`src/rtl/lab_pkg.sv`:
```
// Shared constants, glyphs and state encoding for the display path.
// Seven-segment glyphs are active-low, bit 6 = g ... bit 0 = a.
package lab_pkg;

    localparam int FX_COUNT        = 16;
    localparam int PARAM_COUNT     = 8;
    localparam int PARAM_W         = 7;
    localparam int REFRESH_CNT_MAX = 500_000;

    localparam logic [6:0] SEVSEG_SEG_ZERO  = 7'h40;
    localparam logic [6:0] SEVSEG_SEG_ONE   = 7'h79;
    localparam logic [6:0] SEVSEG_SEG_TWO   = 7'h24;
    localparam logic [6:0] SEVSEG_SEG_THREE = 7'h30;
    localparam logic [6:0] SEVSEG_SEG_FOUR  = 7'h19;
    localparam logic [6:0] SEVSEG_SEG_FIVE  = 7'h12;
    localparam logic [6:0] SEVSEG_SEG_SIX   = 7'h02;
    localparam logic [6:0] SEVSEG_SEG_SEVEN = 7'h78;
    localparam logic [6:0] SEVSEG_SEG_EIGHT = 7'h00;
    localparam logic [6:0] SEVSEG_SEG_NINE  = 7'h10;
    localparam logic [6:0] SEVSEG_SEG_A     = 7'h08;
    localparam logic [6:0] SEVSEG_SEG_B     = 7'h03;
    localparam logic [6:0] SEVSEG_SEG_C     = 7'h46;
    localparam logic [6:0] SEVSEG_SEG_D     = 7'h21;
    localparam logic [6:0] SEVSEG_SEG_E     = 7'h06;
    localparam logic [6:0] SEVSEG_SEG_F     = 7'h0E;
    localparam logic [6:0] SEVSEG_SEG_BLANK = 7'h7F;
    localparam logic [6:0] SEVSEG_SEG_LINE  = 7'h3F;

    localparam logic [4:0] SEVSEG_BLANK_INDEX = 5'd16;
    localparam logic [4:0] SEVSEG_LINE_INDEX  = 5'd17;

    typedef enum logic [2:0] {
        IDLE,
        READ,
        CAPTURE,
        CONVERT,
        UPDATE
    } disp_state_t;

    function automatic logic [6:0] sevseg_lookup(input logic [4:0] idx);
        case (idx)
            5'd0:               return SEVSEG_SEG_ZERO;
            5'd1:               return SEVSEG_SEG_ONE;
            5'd2:               return SEVSEG_SEG_TWO;
            5'd3:               return SEVSEG_SEG_THREE;
            5'd4:               return SEVSEG_SEG_FOUR;
            5'd5:               return SEVSEG_SEG_FIVE;
            5'd6:               return SEVSEG_SEG_SIX;
            5'd7:               return SEVSEG_SEG_SEVEN;
            5'd8:               return SEVSEG_SEG_EIGHT;
            5'd9:               return SEVSEG_SEG_NINE;
            5'd10:              return SEVSEG_SEG_A;
            5'd11:              return SEVSEG_SEG_B;
            5'd12:              return SEVSEG_SEG_C;
            5'd13:              return SEVSEG_SEG_D;
            5'd14:              return SEVSEG_SEG_E;
            5'd15:              return SEVSEG_SEG_F;
            SEVSEG_LINE_INDEX:  return SEVSEG_SEG_LINE;
            default:            return SEVSEG_SEG_BLANK;
        endcase
    endfunction

endpackage

```
`src/rtl/sevseg_encode.sv`:
```
// Combinational glyph encoder: 5-bit index to active-low segments.
module sevseg_encode
    import lab_pkg::*;
(
    input  logic [4:0] idx,
    output logic [6:0] seg
);

    assign seg = sevseg_lookup(idx);

endmodule

```
`src/rtl/param_display.sv`:
```
// Reads the selected effect parameter from the bank and shows it
// on six seven-segment digits as "F-P VVV" via double-dabble.
module param_display #(
    parameter int FX_COUNT        = lab_pkg::FX_COUNT,
    parameter int PARAM_COUNT     = lab_pkg::PARAM_COUNT,
    parameter int PARAM_W         = lab_pkg::PARAM_W,
    parameter int REFRESH_CNT_MAX = lab_pkg::REFRESH_CNT_MAX,
    localparam int FX_W           = $clog2(FX_COUNT),
    localparam int PS_W           = $clog2(PARAM_COUNT)
) (
    input  logic               clk,
    input  logic               reset,
    input  logic [FX_W-1:0]    fx_sel,
    input  logic [PS_W-1:0]    param_sel,
    output logic [FX_W-1:0]    rd_fx,
    output logic [PS_W-1:0]    rd_param,
    input  logic [PARAM_W-1:0] rd_data,
    output logic               busy,
    output logic [6:0]         hex5,
    output logic [6:0]         hex4,
    output logic [6:0]         hex3,
    output logic [6:0]         hex2,
    output logic [6:0]         hex1,
    output logic [6:0]         hex0
);

    localparam int CNT_W = $clog2(REFRESH_CNT_MAX);
    localparam int BC_W  = $clog2(PARAM_W + 1);

    if (PARAM_W > 9) begin : g_width_chk
        $error("param_display: three BCD digits hold at most 9 bits");
    end

    function automatic logic [11:0] dd_adjust(input logic [11:0] b);
        logic [11:0] r;
        r = b;
        for (int i = 0; i < 3; i++) begin
            if (r[i*4 +: 4] >= 4'd5)
                r[i*4 +: 4] = r[i*4 +: 4] + 4'd3;
        end
        return r;
    endfunction

    lab_pkg::disp_state_t state_q, state_d;

    logic [FX_W-1:0]    rd_fx_q, rd_fx_d;
    logic [PS_W-1:0]    rd_param_q, rd_param_d;
    logic               pending_q, pending_d;
    logic [CNT_W-1:0]   cnt_q, cnt_d;
    logic [PARAM_W-1:0] bin_q, bin_d;
    logic [11:0]        bcd_q, bcd_d;
    logic [BC_W-1:0]    bit_cnt_q, bit_cnt_d;
    logic [5:0][6:0]    hex_q, hex_d;

    logic [5:0][4:0]    idx_w;
    logic [5:0][6:0]    seg_w;
    logic               tick, sel_chg, trig;

    assign tick    = (cnt_q == CNT_W'(REFRESH_CNT_MAX - 1));
    assign sel_chg = ({fx_sel, param_sel} != {rd_fx_q, rd_param_q});
    assign trig    = tick | sel_chg | pending_q;

    // Leading zeros blank; the ones digit is always lit.
    always_comb begin
        idx_w[5] = 5'(rd_fx_q);
        idx_w[4] = lab_pkg::SEVSEG_LINE_INDEX;
        idx_w[3] = 5'(rd_param_q);
        idx_w[2] = (bcd_q[11:8] == 4'd0) ? lab_pkg::SEVSEG_BLANK_INDEX
                                         : {1'b0, bcd_q[11:8]};
        idx_w[1] = (bcd_q[11:4] == 8'd0) ? lab_pkg::SEVSEG_BLANK_INDEX
                                         : {1'b0, bcd_q[7:4]};
        idx_w[0] = {1'b0, bcd_q[3:0]};
    end

    for (genvar g = 0; g < 6; g++) begin : g_enc
        sevseg_encode u_enc (
            .idx (idx_w[g]),
            .seg (seg_w[g])
        );
    end

    always_comb begin
        state_d    = state_q;
        rd_fx_d    = rd_fx_q;
        rd_param_d = rd_param_q;
        pending_d  = pending_q;
        bin_d      = bin_q;
        bcd_d      = bcd_q;
        bit_cnt_d  = bit_cnt_q;
        hex_d      = hex_q;
        cnt_d      = tick ? '0 : cnt_q + CNT_W'(1);

        unique case (state_q)
            lab_pkg::IDLE: begin
                if (trig) begin
                    rd_fx_d    = fx_sel;
                    rd_param_d = param_sel;
                    pending_d  = 1'b0;
                    state_d    = lab_pkg::READ;
                end
            end
            lab_pkg::READ: state_d = lab_pkg::CAPTURE;
            lab_pkg::CAPTURE: begin
                bin_d     = rd_data;
                bcd_d     = '0;
                bit_cnt_d = '0;
                state_d   = lab_pkg::CONVERT;
            end
            lab_pkg::CONVERT: begin
                {bcd_d, bin_d} = {dd_adjust(bcd_q), bin_q} << 1;
                bit_cnt_d      = bit_cnt_q + BC_W'(1);
                if (bit_cnt_q == BC_W'(PARAM_W - 1))
                    state_d = lab_pkg::UPDATE;
            end
            lab_pkg::UPDATE: begin
                hex_d   = seg_w;
                state_d = lab_pkg::IDLE;
            end
            default: state_d = lab_pkg::IDLE;
        endcase

        // Requests during a frame are remembered, never aborting it.
        if (state_q != lab_pkg::IDLE && (tick || sel_chg))
            pending_d = 1'b1;
    end

    always_ff @(posedge clk) begin
        if (reset) begin
            state_q    <= lab_pkg::IDLE;
            rd_fx_q    <= '0;
            rd_param_q <= '0;
            pending_q  <= 1'b1;
            cnt_q      <= '0;
            bin_q      <= '0;
            bcd_q      <= '0;
            bit_cnt_q  <= '0;
            hex_q      <= {6{lab_pkg::SEVSEG_SEG_BLANK}};
        end else begin
            state_q    <= state_d;
            rd_fx_q    <= rd_fx_d;
            rd_param_q <= rd_param_d;
            pending_q  <= pending_d;
            cnt_q      <= cnt_d;
            bin_q      <= bin_d;
            bcd_q      <= bcd_d;
            bit_cnt_q  <= bit_cnt_d;
            hex_q      <= hex_d;
        end
    end

    assign rd_fx    = rd_fx_q;
    assign rd_param = rd_param_q;
    assign busy     = (state_q != lab_pkg::IDLE);
    assign hex5     = hex_q[5];
    assign hex4     = hex_q[4];
    assign hex3     = hex_q[3];
    assign hex2     = hex_q[2];
    assign hex1     = hex_q[1];
    assign hex0     = hex_q[0];

endmodule
```
`config.mk`:
```
export PLATFORM = sky130hd
export DESIGN_NAME = param_display
export DESIGN_NICKNAME = d
export VERILOG_FILES = /design/src/rtl/lab_pkg.sv /design/src/rtl/sevseg_encode.sv /design/src/rtl/param_display.sv
export SDC_FILE = /design/constraint.sdc
export NUM_CORES = 1
export LEC_CHECK = 0
export ABC_AREA = 1
export CAP_MARGIN = 20
export CORE_MARGIN = 1
export CORE_UTILIZATION = 55
export CTS_CLUSTER_SIZE = 40
export DETAILED_ROUTE_END_ITERATION = 12
export HOLD_SLACK_MARGIN = 0.08
export PLACE_DENSITY = 0.8
export SYNTH_ARGS = -nofsm -noshare
export SYNTH_HDL_FRONTEND = slang
export SYNTH_SLANG_ARGS = --single-unit
```
`constraint.sdc`:
```
create_clock -name clk -period 2.1 [get_ports clk]
set_input_delay 0.315 -clock clk [delete_from_list [all_inputs] [get_ports clk]]
set_output_delay 0.315 -clock clk [all_outputs]
set_load 0.05 [all_outputs]
```
* Word-level counts from Yosys, hierarchy flattened
Memory sizes are Yosys's and may differ from the RTL's. A register that Yosys moved wholly into a read port is not among the register bits.
Cells that the tools add are included.
W data, S select, Z words.
** Storage, ports and cells
- Flip-flop bits (word level) :: 52
- Bits in read-only memories :: 1344
- Input port bits :: 16
- Logic and storage cells :: 55
- Memories :: 6
** Memory list
- (no name shown) :: words 32, width 7, rd ports 1, clocked after memory_dff 1, write ports 0, RTL line lab_pkg.sv:41 : case (idx)
- (no name shown) :: words 32, width 7, rd ports 1, clocked after memory_dff 1, write ports 0, RTL line lab_pkg.sv:41
- (no name shown) :: words 32, width 7, rd ports 1, clocked after memory_dff 1, write ports 0, RTL line lab_pkg.sv:41
- (no name shown) :: words 32, width 7, rd ports 1, clocked after memory_dff 1, write ports 0, RTL line lab_pkg.sv:41
- (no name shown) :: words 32, width 7, rd ports 1, clocked after memory_dff 1, write ports 0, RTL line lab_pkg.sv:41
- (no name shown) :: words 32, width 7, rd ports 1, clocked after memory_dff 1, write ports 0, RTL line lab_pkg.sv:41
** Operators by class
- Add/subtract/negate cells :: 5
- Order comparisons :: 3
- Equality and inequality tests :: 9
- Muxes and demuxes :: 11
- Bitwise logic cells :: 2
- Reductions and logical operators :: 11
** Operators with widths (count)
- $pmux W12 S2 :: 1
- $add A19 B1 Y19 const B :: 1
- $eq A19 B19 Y1 const B :: 1
- $pmux W7 S2 :: 1
- $ge A4 B3 Y1 const B :: 3
- $pmux W3 S4 :: 1
- $mux W5 :: 2
- $mux W3 :: 3
- $add A4 B2 Y4 const B :: 2
- $logic_not A8 Y1 :: 1
- $mux W4 :: 2
- $ne A7 B7 Y1 :: 1
- $eq A3 B2 Y1 const B :: 2
- $eq A3 B3 Y1 const B :: 2
- $pmux W3 S2 :: 1
- $logic_not A4 Y1 :: 1
- $ne A2 B2 Y1 const B :: 2
- $reduce_and A2 Y1 :: 2
- $reduce_or A2 Y1 :: 2
- $add A3 B1 Y3 const B :: 1
- $add A3 B2 Y3 const B :: 1
- $eq A3 B1 Y1 const B :: 1
- $logic_not A3 Y1 :: 1
- $reduce_bool A3 Y1 :: 1
- other kinds (4) :: 5

* Longest topological paths before layout
- Depth after elaboration :: 5
- Depth in mapped cells :: 12
- Mapped depth without buffers :: 10

* Modules after synthesis
Synthesis repeated with hierarchy kept, for this count alone.
** Second synthesis, totals
- Cells, all modules :: 883
- Area total of the unflattened synthesis :: 5974.5 um^2
** By module, submodules not included
- param_display :: times used 1, cells an instance 589, area an instance 4210.3 um^2
- sevseg_encode :: times used 6, cells an instance 49, area an instance 294.0 um^2

* Worst setup path before layout
No wires, ideal clock.
- Path kind :: reg-to-reg
- From :: register rd_fx_q[0] (netlist: rd_fx[0])
- To :: register state_q[0]
- Arrival :: 1701 ps
- Data required time :: 1984 ps
- Path slack :: 283 ps
- Cell stages (with the launch flop) :: 11
- Cells stage by stage :: dfxtp_1 > inv_1 > nand2_1 > nand2_1 > nor2_1 > nand2_1 > nor2_1 > nand2_2 > buf_6 > o21ai_0 > inv_1
** On the way
- Cells in the longest elaborated chain, start to end :: 5
** Ends and longest elaborated chain
- start: declaration :: RTL line param_display.sv:46 : logic [FX_W-1:0] rd_fx_q, rd_fx_d;
- start signal: assignment :: RTL line param_display.sv:140 : rd_fx_q <= rd_fx_d;
- $ne A7 B7 Y1 :: RTL line param_display.sv:60 : assign sel_chg = ({fx_sel, param_sel} != {rd_fx_q, rd_param_q});
- $or A1 B1 Y1 (2 in a row) :: RTL line param_display.sv:61 : assign trig = tick | sel_chg | pending_q;
- $ne A2 B2 Y1 (no line)
- $reduce_and A2 Y1 (no line)
- end signal: assignment :: RTL line param_display.sv:129 : state_q <= lab_pkg::IDLE;
- end signal: assignment :: RTL line param_display.sv:139 : state_q <= state_d;
- end: declaration :: RTL line param_display.sv:44 : lab_pkg::disp_state_t state_q, state_d;
Every way passes these cells.
A chain may end at the register's enable or synchronous reset.

* Final worst setup path
- From :: register rd_fx_q[1] (netlist: rd_fx[1])
- To :: output port rd_fx[1]
** RTL lines
- end: declaration :: RTL line param_display.sv:15 : output logic [FX_W-1:0] rd_fx,
No word-level cell between the ends.

==> summary.md <==
| Metric | Value |
|---|---|
| Status | `finished, final reports clean` |
| TritonCTS clock tree | `built` |
| Setup TNS | `0 ns` |
| Gr usage total | `25.87%` |
| Max Cap Violations | `0` |
| H-tree depth | `3` |
| Total Wirelength | `11,090 um` |
| Max IR drop VDD | `385.8 uV` |
| Io pins | `66` |
| CTS Root Buffer Type | `clkbuf_8` |
| Fillcell total | `740` |
| Buffers & Inverters on Critical Path | `1` |
| Fin cells | `859` |
| Tmin final | `2.020 ns` |
| Most common cell in the synthesized netlist | `nand2_1` |
| Least-Margin Pin Slew | `0.5415 ns` |
| Worst EP arrival | `1.70 ns` |
| ANT cells | `0` |
| Fin Hold WS | `0.4514 ns` |
| First-pass GRT wire length | `18,860 um` |
| Seq/Total Area, Yosys | `36.17%` |
| Endpoints failing hold | `0` |
| PwrDens | `633.8 mW/mm2` |
| Starting density of the core | `58.11%` |
| Layout cells sized above 1 | `5.438%` |
| Finish-stage setup viols | `0` |
| Leakage | `2.371 nW` |
| DR DRC count | `0` |
| Via count | `4,704` |
| Dpl cells | `844` |
| Die width | `96.11 um` |
| Seq cells post-synth | `88` |
| Final period util | `96.17%` |
| CP required | `1.78 ns` |
| Synth Flop Type | `dfxtp_1` |
| Worst skew pair latency | `0.35 ns` |
| CTS max path bufs | `2` |
| Synth Warn # | `0` |
| CP Capture Type | `output pin` |
| WL/cell | `12.91 um` |
| Max incr delay on CP | `0.86 ns` |
| Die area | `0.009236 mm2` |
| Busiest grt layer | `met2` |
| Min-Delay Path Depth | `2` |
| Routed vias/inst | `5.476` |
| Worst-path cell with the longest stage delay | `clkdlybuf4s50_1` |
| Starting DRT DRC Count | `231` |
| Post-synth top area cell | `dfxtp_1` |
| Global-route met3 utilization | `3.712%` |
| Fmax | `495.2 MHz` |
| Post CTS Setup Buffer Count | `0` |
| DP HPWL | `7938 um` |
| Die H | `96.11 um` |
| Max-slew violation count | `0` |
| Area contributors post-synth | `dfxtp_1 (36%), nand2_1 (12%), ha_1 (8.5%)` |
| Syn Inst Count | `701` |
| Synthesized area per cell | `6.949 um2` |
| Most common library cells after synthesis | `nand2_1 (161), dfxtp_1 (88), a21oi_1 (69)` |
| Post-synth EDFFs | `0` |
| Hold Crit Class | `reg -> reg` |
| CTS sink count | `88` |
| Core area | `0.008382 mm2` |
| Post-synth ARST share | `0%` |
| Grt met2 use | `43.85%` |
| PortBufs | `59` |
| FP Rows | `33` |
| Final ANT Viol Nets | `0` |
| Worst path cell trace | `clkdlybuf4s50_1` |
| Top-area cell type share of the netlist area | `36.17%` |
| Synthesized area | `0.004871 mm2` |
| Routability cong. | `0.9061` |
| M1 GR Usage | `32.85%` |
| Max FO, Critical Path | `8` |
| Grt ovf | `0` |
| Initial antenna violation count | `0` |
| Pin count of the biggest net entering global routing | `39` |
| R2r worst-path depth | `8` |
| Synth unique cells | `35` |
| Crit path launch type | `flop` |
| Clk slew on worst S/H paths | `0.08 ns` |
| Drt pass-1 iters | `5` |
| CTS Buf Count | `9` |
| Fin nets | `799` |
| Layout Area Growth over Synthesis | `16.77%` |
| Clock skew | `0.008739 ns` |
| PnR Total Power | `3.605 mW` |
| RSZ-0062 raised after global routing | `false` |
| Vias in the first global route | `4,228` |
| Crit path kind | `reg -> out` |
| Rel. slew slack | `63.79%` |
| Hold buffers post-CTS | `0` |
| Crit. path cell count | `1` |
| Crit-path leading delay family | `buffers and inverters` |
==> timing repair <==
item | 4_1_cts | 5_1_grt
pin swaps | 0 | 0
cloned | 0 | 0
endpoints found under the setup margin | 1 | 1
resized for setup | 1 | 1
hold endpoints to repair | 0 | 0
==> worst paths after layout <==
kind | from | endpoint | slack, ns
hold / removal | hex4[6] | hex4[6] | 0.45
setup / recovery | rd_fx[1] | rd_fx[1] | 0.08
setup reg to reg | cnt_q[0] | rd_param[2] | 0.27
hold reg to reg | hex4[6] | hex4[6] | 0.45
==> layout by cell type (no fill, tap or decap), types with 4 or more instances in the layout <==
cell type	synthesis	final
a21oi_1	69	69
a31oi_1	10	10
buf_4	11	9
clkbuf_8	0	10
clkdlybuf4s50_1	0	56
conb_1	1	6
dfxtp_1	88	88
ha_1	33	33
inv_1	64	64
inv_2	6	6
nand2_1	161	161
nand3_1	58	58
nand4_1	9	9
nor2_1	62	62
nor3_1	4	4
o211ai_1	7	7
o21ai_0	58	58
o22ai_1	5	5
xor2_1	8	8
==> flip-flops by register name, summed over array words and instances, names as in the netlist, 4 cells and up <==
name	cells
hex5	7
bcd_q	12
hex3	7
hex1	7
cnt_q	19
hex0	7
hex2	7
rd_fx	4
bin_q	7
==> final cells by class <==
cell class	count	area (um2)	area share, %
multi-input cells	512	2673	46.99
clock buffers	11	141.4	2.486
well taps	105	131.4	2.310
flip-flops and latches	88	1762	30.97
repair buffers	68	669.4	11.77
clock inverters	4	45.04	0.7919
inverters	71	266.5	4.685
==> metrics by stage <==
step	setup slack [ns]	util, %	area, um2
floorplan	0.2827	-	4890
global placement	0.3078	65.62	5500
detailed placement	0.2859	65.62	5500
CTS	0.02135	67.83	5685
global route	0.02447	67.86	5688
finish	0.08045	67.86	5688
==> cell families after synthesis <==
family | after synthesis | synth area share, %
AND/OR/NAND/NOR | 307 | 26.97
flip-flops | 88 | 36.17
AO/OA/AOI/OAI | 157 | 17.34
buffers and inverters | 106 | 9.350
XOR/XNOR | 9 | 1.618
adder cells (fa/ha/maj) | 33 | 8.477
other | 1 | 0.07699
==> report_power, final <==
| group | total, mW | internal, mW | switching [mW] | leakage, nW |
|---|---|---|---|---|
| Sequential | 1.81 | 1.74 | 0.0739 | 0.715 |
| Combinational | 0.658 | 0.217 | 0.441 | 1.56 |
| Clock | 1.14 | 0.571 | 0.567 | 0.0989 |
| Total | 3.60 | 2.52 | 1.08 | 2.37 |
==> layer usage <==
metal | part of all wire (%) | vias to the layer above
met5 | 0 | -
li1 | - | 2395
met3 | 6.0 | 18
met2 | 48 | 156
met4 | 1.7 | 0
met1 | 45 | 2135
Note: power is estimated with default switching activity, not from simulation.
